===== src/rtl/jt51_slot_seq.sv =====
// Slot sequencer and modulation-routing controller for the JT51 FM operator pipeline.
// Optional macro JT51_SEQ_CARRIER_EN adds the registered 'carrier' output.
module jt51_slot_seq (
  input  logic       clk,
  input  logic       rst,
  input  logic       cen,
  input  logic       wr,
  input  logic [2:0] wr_ch,
  input  logic [2:0] wr_con,
  input  logic [2:0] wr_fb,
  output logic [4:0] slot,
  output logic       zero,
  output logic       m1_enters,
  output logic       m2_enters,
  output logic       c1_enters,
  output logic       c2_enters,
  output logic       use_prevprev1,
  output logic       use_prev1,
  output logic       use_prev2,
  output logic       use_internal_x,
  output logic       use_internal_y,
  output logic [2:0] fb_II,
  output logic [2:0] con_I
`ifdef JT51_SEQ_CARRIER_EN
  ,
  output logic       carrier
`endif
);

  typedef enum logic [1:0] {OP_M1, OP_M2, OP_C1, OP_C2} op_e;

  typedef struct packed {
    logic [4:0] slot;
    logic       zero;
    logic       m1;
    logic       m2;
    logic       c1;
    logic       c2;
    logic       prevprev1;
    logic       prev1;
    logic       prev2;
    logic       internal_x;
    logic       internal_y;
    logic [2:0] fb;
    logic [2:0] con;
`ifdef JT51_SEQ_CARRIER_EN
    logic       carrier;
`endif
  } out_t;

  logic [4:0]      cnt_q, cnt_d;
  logic [7:0][2:0] con_q, con_d;
  logic [7:0][2:0] fb_q, fb_d;
  out_t            out_q, out_d;

  op_e        op;
  logic [2:0] con_sel;
  logic [7:0] a;

  // NOTE: every variable gets a default before any branch, so no path leaves one
  // unassigned and no latch is inferred.
  always_comb begin
    cnt_d   = cnt_q;
    con_d   = con_q;
    fb_d    = fb_q;
    out_d   = out_q;
    op      = OP_M1;
    con_sel = 3'd0;
    a       = 8'd0;

    if (cen) begin
      cnt_d   = cnt_q + 5'd1;
      op      = op_e'(cnt_d[4:3]);
      con_sel = con_q[cnt_d[2:0]];
      a       = 8'd1 << con_sel;

      out_d.slot = cnt_d;
      out_d.zero = (cnt_d == 5'd0);
      out_d.m1   = (op == OP_M1);
      out_d.m2   = (op == OP_M2);
      out_d.c1   = (op == OP_C1);
      out_d.c2   = (op == OP_C2);
      out_d.con  = con_sel;

      out_d.prevprev1  = out_d.m1 | (out_d.m2 & a[5]);
      out_d.prev2      = (out_d.m2 & (a[0] | a[1] | a[2])) | (out_d.c2 & a[3]);
      out_d.internal_x = out_d.c2 & a[2];
      out_d.internal_y = out_d.c2 & (a[0] | a[1] | a[3] | a[4]);
      out_d.prev1      = out_d.m1 | (out_d.m2 & a[1])
                       | (out_d.c1 & (a[0] | a[3] | a[5] | a[6]))
                       | (out_d.c2 & (a[2] | a[5]));
`ifdef JT51_SEQ_CARRIER_EN
      out_d.carrier = out_d.c2 | (out_d.m2 & (con_sel >= 3'd4))
                    | (out_d.c1 & (con_sel >= 3'd5)) | (out_d.m1 & (con_sel == 3'd7));
`endif
      // Feedback belongs to the slot being left, and only M1 operators self-modulate.
      out_d.fb = (cnt_q[4:3] == 2'd0) ? fb_q[cnt_q[2:0]] : 3'd0;
    end

    // Writes ignore cen; the decode above already used the pre-write contents.
    if (wr) begin
      con_d[wr_ch] = wr_con;
      fb_d[wr_ch]  = wr_fb;
    end
  end

  // NOTE: sequential state uses non-blocking assignments so every flop samples
  // the pre-edge values computed above.
  always_ff @(posedge clk) begin
    if (rst) begin
      cnt_q <= 5'd31;
      out_q <= '0;
      // NOTE: the register file is small and its contents are architecturally
      // defined after reset, so it is cleared like ordinary flops.
      con_q <= '0;
      fb_q  <= '0;
    end else begin
      cnt_q <= cnt_d;
      out_q <= out_d;
      con_q <= con_d;
      fb_q  <= fb_d;
    end
  end

  assign slot           = out_q.slot;
  assign zero           = out_q.zero;
  assign m1_enters      = out_q.m1;
  assign m2_enters      = out_q.m2;
  assign c1_enters      = out_q.c1;
  assign c2_enters      = out_q.c2;
  assign use_prevprev1  = out_q.prevprev1;
  assign use_prev1      = out_q.prev1;
  assign use_prev2      = out_q.prev2;
  assign use_internal_x = out_q.internal_x;
  assign use_internal_y = out_q.internal_y;
  assign fb_II          = out_q.fb;
  assign con_I          = out_q.con;
`ifdef JT51_SEQ_CARRIER_EN
  assign carrier        = out_q.carrier;
`endif

endmodule


===== config.mk =====
export PLATFORM = sky130hd
export DESIGN_NAME = jt51_slot_seq
export DESIGN_NICKNAME = d
export VERILOG_FILES = /design/src/rtl/jt51_slot_seq.sv
export SDC_FILE = /design/constraint.sdc
export NUM_CORES = 1
export LEC_CHECK = 0
export BUFFER_PORTS_ARGS = -buffer_cell sky130_fd_sc_hd__clkbuf_2
export CAP_MARGIN = 10
export CORE_MARGIN = 2
export CORE_UTILIZATION = 55
export CTS_CLUSTER_DIAMETER = 40
export DETAILED_ROUTE_END_ITERATION = 10
export PLACE_DENSITY = 0.84
export SLEW_MARGIN = 30
export SYNTH_ARGS = -nofsm -noshare
export SYNTH_HDL_FRONTEND = slang
export SYNTH_SLANG_ARGS = --single-unit

===== constraint.sdc =====
create_clock -name clk -period 2.56 [get_ports clk]
set_input_delay 0 -clock clk [delete_from_list [all_inputs] [get_ports clk]]
set_output_delay 0 -clock clk [all_outputs]
set_load 0.02 [all_outputs]

==> impl_results.md, run 1 <==
- Share of the synthesized area in the top cell type: 0.432
- CTS max path bufs: 2
- RSZ-0062 raised after global routing: false
- Slew Limit Fails: 0
- Power Total: 2.71 mW
- Area Growth Syn to Fin: 12.9%
- Starting density of the core: 0.572
- Clock power frac: 0.377
- Power Dens Cells: 700 nW/µm²
- CTS Root Cell: clkbuf_8
- Synth Instances: about 350
- Crit. End Element: flip-flop
- Global-route wire length before repair: approximately 12000 µm
- Switching pwr: 0.746 mW
- Worst path max stage delay: 650 ps
- Crit Path Category: reg -> reg
- Chip width: a little over 80 µm
- Hold path start: wr_con[2]
- Syn. warnings: 0
- Pre-CTS WS: 309 ps
- Placed Area: 3630 µm²
- IO Port Bufs: 33
- Top_reg_cell synth: dfxtp_1
- Max-Cap Viols: 0
- CP max stage cell: mux4_2
- Cell Area, Synth: 3430 µm²
- Min-Delay Path Depth: 3
- Drt initial violations: 143
- Routed length per instance: 15.7 µm
- Seq pwr share: 0.457
- Seq cells post-synth: 74
- Worst path bufs/invs: 0
- Asr flop ratio synth: 0
- Status: finished clean
- Leak: roughly 1.7 nW
- Combinational fraction of design power: 0.166
- Reg clk slew, reported paths: 70 ps
- Startpoint types: flip-flop
- CP Max Fanout: 8
- Crit-path cells: ha_1, xor2_2, mux4_2, o311a_1, o21ai_1, a211oi_2
- Core area: 5990 µm²
- Peak Freq: 0.440 GHz
- Slew @ Worst Pin: 832 ps
- Final Cycle Share: 0.888
- TritonCTS clock tree: yes
- Commonest non-fill, non-tap cells in the layout: dfxtp_1, nor2_1, mux2i_1, clkbuf_2, nand2_1
- DRC: 0
- Reg2reg setup slack: 290 ps
- I/O pins: 34
- CTS sink cnt: 74
- Critical R2R Capture: use_prev1$_SDFFE_PP0P_
- Worst Hold Class: in -> reg
- Post-Place Cells: 435
- Top cells by area, synth: dfxtp_1, mux2i_1, nor2_1, mux4_2, a21oi_1
- Worst R2R Start: cnt_q[0]$_SDFFE_PP1P_
- Rows: 28
- GRT Residual Overflow: 0
- EDFF count, synth: 0
- Final count of hold timing violations: 0
- Share of cells above drive strength 1: 0.212
- Most common cell after layout, fill and taps aside: dfxtp_1
- Antenna violations before repair: 0
- Routed vias: 2552
- Delay-heaviest family, CP: multiplexers
- Syn Nets: 363
- Worst Hold Slack: 15.5 ps
- Total Nets Final: 388
- Placed wire-length estimate: about 5000 µm
- Die area: 6880 µm²
- Skew final: 10.4 ps
- FF-to-FF path depth: 6
- Critical Path RT: 2770 ps
- Worst Hold End: con_q[11]$_SDFFE_PP0P_
- Core Util, Final: 0.646
- Yosys top cell by area: dfxtp_1
- Design area: 3870 µm²
- Relative slew slack: 0.443
- Post-route setup TNS: 0 ps
- Gr usage total: 0.222
- Non-Filler Instances: 453
- Sw Share: 0.275
- Largest net degree at the start of global routing: 31
- Tmin final: 2270 ps
- Number of global-route vias before repair: 2586
- Worst EP arrival: 2480 ps
- Syn_area_per_cell: between 9 and 10 µm²
- Routability cong.: 0.846
- Vias per inst: 5.63
- # diodes: 0
- Unique cell type count in the Yosys netlist: 45
- Final setup margin: 288 ps
- Setup-failing EPs final: 0
- Routed Antenna Nets: 0
- VDD IR max: 0.387 mV
- Setup Buffers After CTS: 0
- Int Pwr: 1.97 mW
- Die Y: 83.0 µm
- Final WL: 7130 µm
- Worst-skew pair later-pin latency: 350 ps
- Seq/Total Area, Yosys: 0.432
- H-tree Lvls: 3
- CTS buffer count: 9
- Router iterations before antenna repair: 4
-- power groups by stage --
stage                     logic, mW  clock network, mW  registers, mW
after detailed placement      0.444                  0           1.27
after global routing          0.489               1.10           1.25
after floorplan               0.324                  0           1.28
final                         0.449               1.02           1.24
after global placement        0.433                  0           1.26
after CTS                     0.450               1.04           1.24
-- layout make-up --
type | instances | area, µm²
well taps | 75 | 93.8
repair buffers | 45 | 273
clock buffers | 10 | 138
clock inverters | 6 | 88.8
flip-flops and latches | 74 | 1480
fillers | 483 | 2120
inverters | 2 | 7.51
multi-input cells | 241 | 1790
-- worst max path at each step --
stage | startpoint | endpoint | slack (ps) | cells past startpoint
2_1_floorplan | cnt_q[0]$_SDFFE_PP1P_ | use_prev1$_SDFFE_PP0P_ | 380 | 8
3_3_place_gp | cnt_q[0]$_SDFFE_PP1P_ | use_prev1$_SDFFE_PP0P_ | 350 | 6
6_report | cnt_q[0]$_SDFFE_PP1P_ | use_prev1$_SDFFE_PP0P_ | 290 | 6
3_5_place_dp | cnt_q[0]$_SDFFE_PP1P_ | use_prev1$_SDFFE_PP0P_ | 310 | 6
5_1_grt | cnt_q[0]$_SDFFE_PP1P_ | use_prev1$_SDFFE_PP0P_ | 110 | 6
4_1_cts | cnt_q[0]$_SDFFE_PP1P_ | use_prev1$_SDFFE_PP0P_ | 280 | 6
-- state kept, by name, summed over array words and instances, names as in the netlist --
| signal | count |
|---|---|
| con_q | 24 |
| m2_enters | 1 |
| use_internal_y | 1 |
| m1_enters | 1 |
| fb_q | 24 |
| use_prev2 | 1 |
| con_I | 3 |
| zero | 1 |
| fb_II | 3 |
| use_internal_x | 1 |
| cnt_q | 5 |
| slot | 5 |
| c2_enters | 1 |
| use_prevprev1 | 1 |
| c1_enters | 1 |
| use_prev1 | 1 |
-- metal layers --
layer  share of wire  vias to the layer above  global-route usage
met1            0.47                     1222               0.289
met3           0.051                       10              0.0527
met4           0.015                        0              0.0924
met2            0.46                       63               0.353
met5               0                        -                   0
li1                -                     1257                   -
-- worst min-delay path, stage by stage --
cell      delay [ps]
clkbuf_2         170
mux2i_1           90
nor2_1            70
-- logic make-up after synthesis --
family | share of synthesized area
buf+inv | 0.0460
xor+xnor | 0.0201
compound gates | 0.0737
flops | 0.432
simple gates | 0.165
fa+ha+maj | 0.00730
mux | 0.256
-- what timing repair did --
action,in CTS,in global routing
endpoints found under the hold margin,5,0
gates resized for setup,0,0
hold buffers,2,0
setup endpoints to repair,0,0
-- synth_stat cells (2+ instances only) --
library cell	count
o21ai_0	4
o21bai_1	2
mux4_2	10
mux2i_1	62
nor3_1	3
nand4_1	2
nand2_1	16
buf_2	2
buf_1	8
nor3_2	2
xnor2_1	5
dfxtp_1	74
buf_6	2
nor2_1	68
and2_1	2
nor2b_1	5
o2111ai_1	2
clkbuf_1	18
nand4b_1	3
nand3_1	7
nand2b_1	5
a211oi_1	6
a21oi_1	14
nor3b_2	2
mux2_2	3
ha_1	2
No activity file was read; power rests on OpenSTA's default activity.
==> run 2: changes to the inputs <==
--- a/config.mk
+++ b/config.mk
@@ -5,6 +5,7 @@
 export SDC_FILE = /design/constraint.sdc
 export NUM_CORES = 1
 export LEC_CHECK = 0
+export ABC_AREA = 1
 export BUFFER_PORTS_ARGS = -buffer_cell sky130_fd_sc_hd__clkbuf_2
 export CAP_MARGIN = 10
 export CORE_MARGIN = 2
==> impl_results.md, run 2 <==
- CTS Root Cell: clkbuf_8
- Post-Place Cells: 557
- Worst-skew pair later-pin latency: about 360 ps
- Setup-failing EPs final: 0
- Reg area: 1480 µm²
- Core area: 5820 µm²
- Most instantiated library cell after synthesis: nand2_1
- Gr usage total: 0.265
- Reg clk slew, reported paths: 80 ps
- Biggest regs: con_q (24), fb_q (24)
- Worst Hold Class: in -> reg
- Crit Path Category: reg -> reg
- Rows: 28
- Hold Buf Count CTS: 1
- Post-CTS sizing: 0
- Slew Limit Fails: 0
- Router iterations before antenna repair: 5
- Number of global-route vias before repair: 2991
- Syn. warnings: 0
- Worst Hold Slack: roughly 18 ps
- # diodes: 0
- Final Cycle Share: 0.786
- Cell Area, Synth: 3270 µm²
- Syn_area_per_cell: 7.05 µm²
- Routed Antenna Nets: 0
- Commonest non-fill, non-tap cells in the layout: nand2_1, dfxtp_1, nor2_1, o21ai_0
- Die area: 6580 µm²
- Syn Nets: 479
- CTS buffer count: 9
- Synth top cells by count: nand2_1, dfxtp_1, nor2_1
- Tmin final: 2010 ps
- Starting density of the core: 0.562
- Share of cells above drive strength 1: 0.124
- Core Util, Final: 0.636
- Vias per inst: 5.57
- Most crowded layer after global routing: met2
- Most common cell after layout, fill and taps aside: nand2_1
- Leak: ~1.7 nW
- I/O pins: 34
- Area Growth Syn to Fin: 13.2%
- Met2 GRT Util: 0.459
- CTS sink cnt: 74
- Placed wire-length estimate: 5470 µm
- Crit. End Element: flip-flop
- Worst EP arrival: 2290 ps
- Non-Filler Instances: 574
- IO Port Bufs: 33
- Routability cong.: between 0.9 and 1
- Setup Buffers After CTS: 0
- VDD IR max: ~0.51 mV
- Routed vias: 3195
- CP Max Fanout: 8
- Drt initial violations: 211
- Chip width: around 81 µm
- RSZ-0062 raised after global routing: false
- Global routing usage on met3: 0.0456
- Die Y: between 80 and 90 µm
- Slew @ Worst Pin: 599 ps
- CTS max path bufs: 2
- Max-Cap Viols: 0
- GRT Residual Overflow: 0
- TritonCTS clock tree: yes
- Synth Instances: approximately 460
- Asr flop ratio synth: 0
- Final WL: about 7900 µm
- Peak Freq: 0.497 GHz
- EDFF count, synth: 0
- Status: finished clean
- Skew final: about 8.8 ps
- DRC: 0
- Global-route wire length before repair: 13400 µm
- Top cells by area, synth: dfxtp_1, nand2_1, o21ai_0, nor2_1, a21oi_1
- Post-route setup TNS: 0 ps
- Routed length per instance: 13.8 µm
- Seq cells post-synth: 74
- Power Dens Cells: between 700 and 800 nW/µm²
- H-tree Lvls: 3
- Unique cell type count in the Yosys netlist: 30
- Largest net degree at the start of global routing: 38
- Startpoint types: flip-flop
- Antenna violations before repair: 0
- Relative slew slack: 0.600
- Top_reg_cell synth: dfxtp_1
- Final count of hold timing violations: 0
- Fillers: approximately 530
- Critical Path RT: 2840 ps
- Area of the multi-input gates: 1510 µm²
- Total Nets Final: 509
- Yosys top cell by area: dfxtp_1
- Share of the synthesized area in the top cell type: 0.453
- Seq/Total Area, Yosys: 0.453
- Met1 GRT Util: 0.313
## run 2: cell count changes after synthesis, moves of 7 or more
cell,delta
nand2_1,+74
mux2i_1,-62
o21ai_0,+57
inv_1,+44
a21oi_1,+31
nand3_1,+24
mux4_2,-10
buf_1,-7
## run 2: worst max-delay path: stages (launching register included)
cell     delay, ps
dfxtp_1        460
ha_1           320
nand3_1        120
xor2_1         330
inv_1          110
nand2_1        140
nand2_1         90
inv_1          110
o21ai_0         90
a31oi_1        160
## run 2: metrics by stage
step	power, mW	setup slack, ps	cell area, µm²
after CTS	2.79	589	3700
after global placement	1.76	690	3460
after detailed placement	1.77	660	3460
after floorplan	1.65	832	3270
after global routing	2.91	376	3700
final	2.79	547	3700
## run 2: kinds of logic after synthesis
logic type      share of synthesized area
compound gates                      0.193
simple gates                        0.248
fa+ha+maj                         0.00765
xor+xnor                           0.0126
buf+inv                            0.0850
flops                               0.453
## run 2: layout make-up
| class | count | share of cell area |
|---|---|---|
| Tap cell | 75 | 0.0254 |
| Clock buffer | 10 | 0.0372 |
| Timing Repair Buffer | 38 | 0.0554 |
| Multi-Input combinational cell | 322 | 0.408 |
| Inverter | 49 | 0.0497 |
| Clock inverter | 6 | 0.0240 |
| Sequential cell | 74 | 0.400 |
## run 2: final timing paths
path,endpoint,depth (start not counted),from,slack [ps]
worst max-delay path,use_prevprev1$_SDFFE_PP0P_,9,cnt_q[1]$_SDFFE_PP1P_,550
worst min-delay path,fb_q[14]$_SDFFE_PP0P_,3,wr_fb[2],20
worst max register to register,use_prevprev1$_SDFFE_PP0P_,9,cnt_q[1]$_SDFFE_PP1P_,550
worst min register to register,fb_q[20]$_SDFFE_PP0P_,2,fb_q[20]$_SDFFE_PP0P_,450
## run 2: where the power goes
| group | internal, mW | switching (mW) |
|---|---|---|
| sequential | 1.21 | 0.0385 |
| combinational | 0.163 | 0.350 |
| clock | 0.576 | 0.447 |
## run 2: layer usage
layer  vias up  routed length, µm
li1       1577                  -
met1      1473               3270
met2       119               4000
met3        26                430
met4         0                225
met5         -                  0
==> run 3: changes to the inputs <==
--- a/config.mk
+++ b/config.mk
@@ -5,14 +5,14 @@
 export SDC_FILE = /design/constraint.sdc
 export NUM_CORES = 1
 export LEC_CHECK = 0
-export ABC_AREA = 1
+export ABC_AREA = 0
 export BUFFER_PORTS_ARGS = -buffer_cell sky130_fd_sc_hd__clkbuf_2
 export CAP_MARGIN = 10
 export CORE_MARGIN = 2
-export CORE_UTILIZATION = 55
+export CORE_UTILIZATION = 53
 export CTS_CLUSTER_DIAMETER = 40
 export DETAILED_ROUTE_END_ITERATION = 10
-export PLACE_DENSITY = 0.84
+export PLACE_DENSITY = 0.85
 export SLEW_MARGIN = 30
 export SYNTH_ARGS = -nofsm -noshare
 export SYNTH_HDL_FRONTEND = slang
==> constraint.sdc (replaced) <==
create_clock -name clk -period 1.7 [get_ports clk]
set_input_delay 0 -clock clk [delete_from_list [all_inputs] [get_ports clk]]
set_output_delay 0 -clock clk [all_outputs]
set_load 0.02 [all_outputs]
==> impl_results.md, run 3 (synthesized netlist as in run 1, its figures left out) <==
- Crit-path cells: ha_4, buf_12, mux2i_1, mux4_2, o311a_1, o21ai_2, a211oi_2
- # diodes: 0
- Vias per inst: 5.69
- Highest Signal Layer: met4
- Met2 WL post-DR: slightly above 4000 µm
- Setup-failing EPs final: 11
- Total Nets Final: 421
- Worst Hold Class: in -> reg
- IO Port Bufs: 33
- CTS buffer count: 9
- Power Total: 4.11 mW
- Detailed-route wire length on metal 1: 3580 µm
- Worst path max stage delay: 520 ps
- Delay-heaviest family, CP: compound AO/OA/AOI/OAI gates
- Chip width: 84.4 µm
- Slew Limit Fails: 0
- Crit. End Element: flip-flop
- Drt initial violations: 148
- Post-Place Cells: 459
- GRT Residual Overflow: 0
- Startpoint types: flip-flop
- Power Dens Cells: ~950 nW/µm²
- Status: finished with violations
- Final Cycle Share: 1.27
- Relative slew slack: 0.617
- Most common cell after layout, fill and taps aside: dfxtp_1
- Final setup margin: -455 ps
- Skew final: around 12 ps
- I/O pins: 34
- Routed Antenna Nets: 0
- Non-Filler Instances: 488
- Worst-skew pair later-pin latency: 370 ps
- Area Growth Syn to Fin: 25.9%
- Worst EP arrival: 2390 ps
- Antenna violations before repair: 0
- Die area: 7130 µm²
- Reg clk slew, reported paths: 90 ps
- Placed Area: around 3800 µm²
- Design area: around 4300 µm²
- CP Max Fanout: 7
- VDD IR max: 0.672 mV
- Final count of hold timing violations: 0
- Largest net degree at the start of global routing: 30
- Tmin final: between 2000 and 2500 ps
- Biggest regs: con_q (24), fb_q (24)
- Placed wire-length estimate: 5290 µm
- Routed vias: between 2000 and 3000
- DRC: 0
- Failing checks: negative setup slack
- CTS max path bufs: 2
- CP max stage cell: mux4_2
- Router iterations before antenna repair: 4
- Global-route wire length before repair: approximately 13000 µm
- Share of cells above drive strength 1: 0.326
- Die Y: 84.4 µm
- Routability cong.: 0.871
- Gr usage total: 0.239
- Critical Path RT: 1930 ps
- Core Util, Final: 0.684
- Starting density of the core: 0.543
- Slew @ Worst Pin: 573 ps
- Routed length per instance: 17.1 µm
- Worst Hold Slack: approximately 6.1 ps
- Leak: 1.86 nW
- Crit Path Category: reg -> reg
- Final WL: 8330 µm
- Peak Freq: 0.464 GHz
- H-tree Lvls: 3
- Rows: 29
- Max-Cap Viols: 0
- RSZ-0062 raised after global routing: true
- Number of global-route vias before repair: 2707
- Core area: ~6300 µm²
- Met3 WL: 419 µm
- CTS Root Cell: clkbuf_8
- Worst path bufs/invs: 1
- CTS sink cnt: 74
- TritonCTS clock tree: yes
- Commonest non-fill, non-tap cells in the layout: dfxtp_1, nor2_1, mux2i_1, clkbuf_2, buf_4
[run 3: stage by stage]
stage	setup TNS, ps	setup slack, ps
floorplan	-1490	-466
global placement	-2180	-421
detailed placement	-2700	-496
CTS	-2740	-437
global route	-3780	-520
finish	-2870	-455
[run 3: layout make-up]
type                            instances  area (µm²)
Fill cell                             452        1990
Multi-Input combinational cell        241        1950
Sequential cell                        74        1490
Timing Repair Buffer                   78         589
Clock buffer                            9         124
Tap cell                               77        96.3
Clock inverter                          7        60.1
Inverter                                2        7.51
[run 3: what timing repair did]
| action | in CTS | in global routing |
|---|---|---|
| pin swaps | 7 | 5 |
| setup endpoints to repair | 13 | 19 |
| setup buffers | 7 | 2 |
| gates cloned | 1 | 0 |
| resized for setup | 23 | 21 |
| hold buffers | 3 | 0 |
| hold endpoints to repair | 15 | 0 |
[run 3: worst paths after layout]
path / from / end / slack (ps) / cells after the start
max: cnt_q[0]$_SDFFE_PP1P_ / use_prev1$_SDFFE_PP0P_ / -450 / 7
min: wr_fb[1] / fb_q[19]$_SDFFE_PP0P_ / 6 / 3
max reg2reg: cnt_q[0]$_SDFFE_PP1P_ / use_prev1$_SDFFE_PP0P_ / -450 / 7
min reg2reg: fb_II[1]$_SDFFE_PP0P_ / fb_II[1]$_SDFFE_PP0P_ / 470 / 2
[run 3: per-layer routing]
metal  vias up  global-route usage
met5         -                   0
met4         0               0.111
met3        24              0.0619
met2        85               0.397
met1      1326               0.293
li1       1340                   -
[run 3: tightest hold or removal path, cell delays in order]
cell	delay (ps)
clkbuf_2	170
mux2i_1	90
nor2_1	80
[run 3: report_power, final]
group | internal, mW | switching [mW] | leakage (nW) | total, mW
Clock | 0.554 | 0.739 | 0.0912 | 1.29
Sequential | 1.81 | 0.0683 | 0.602 | 1.88
Combinational | 0.455 | 0.488 | 1.17 | 0.943
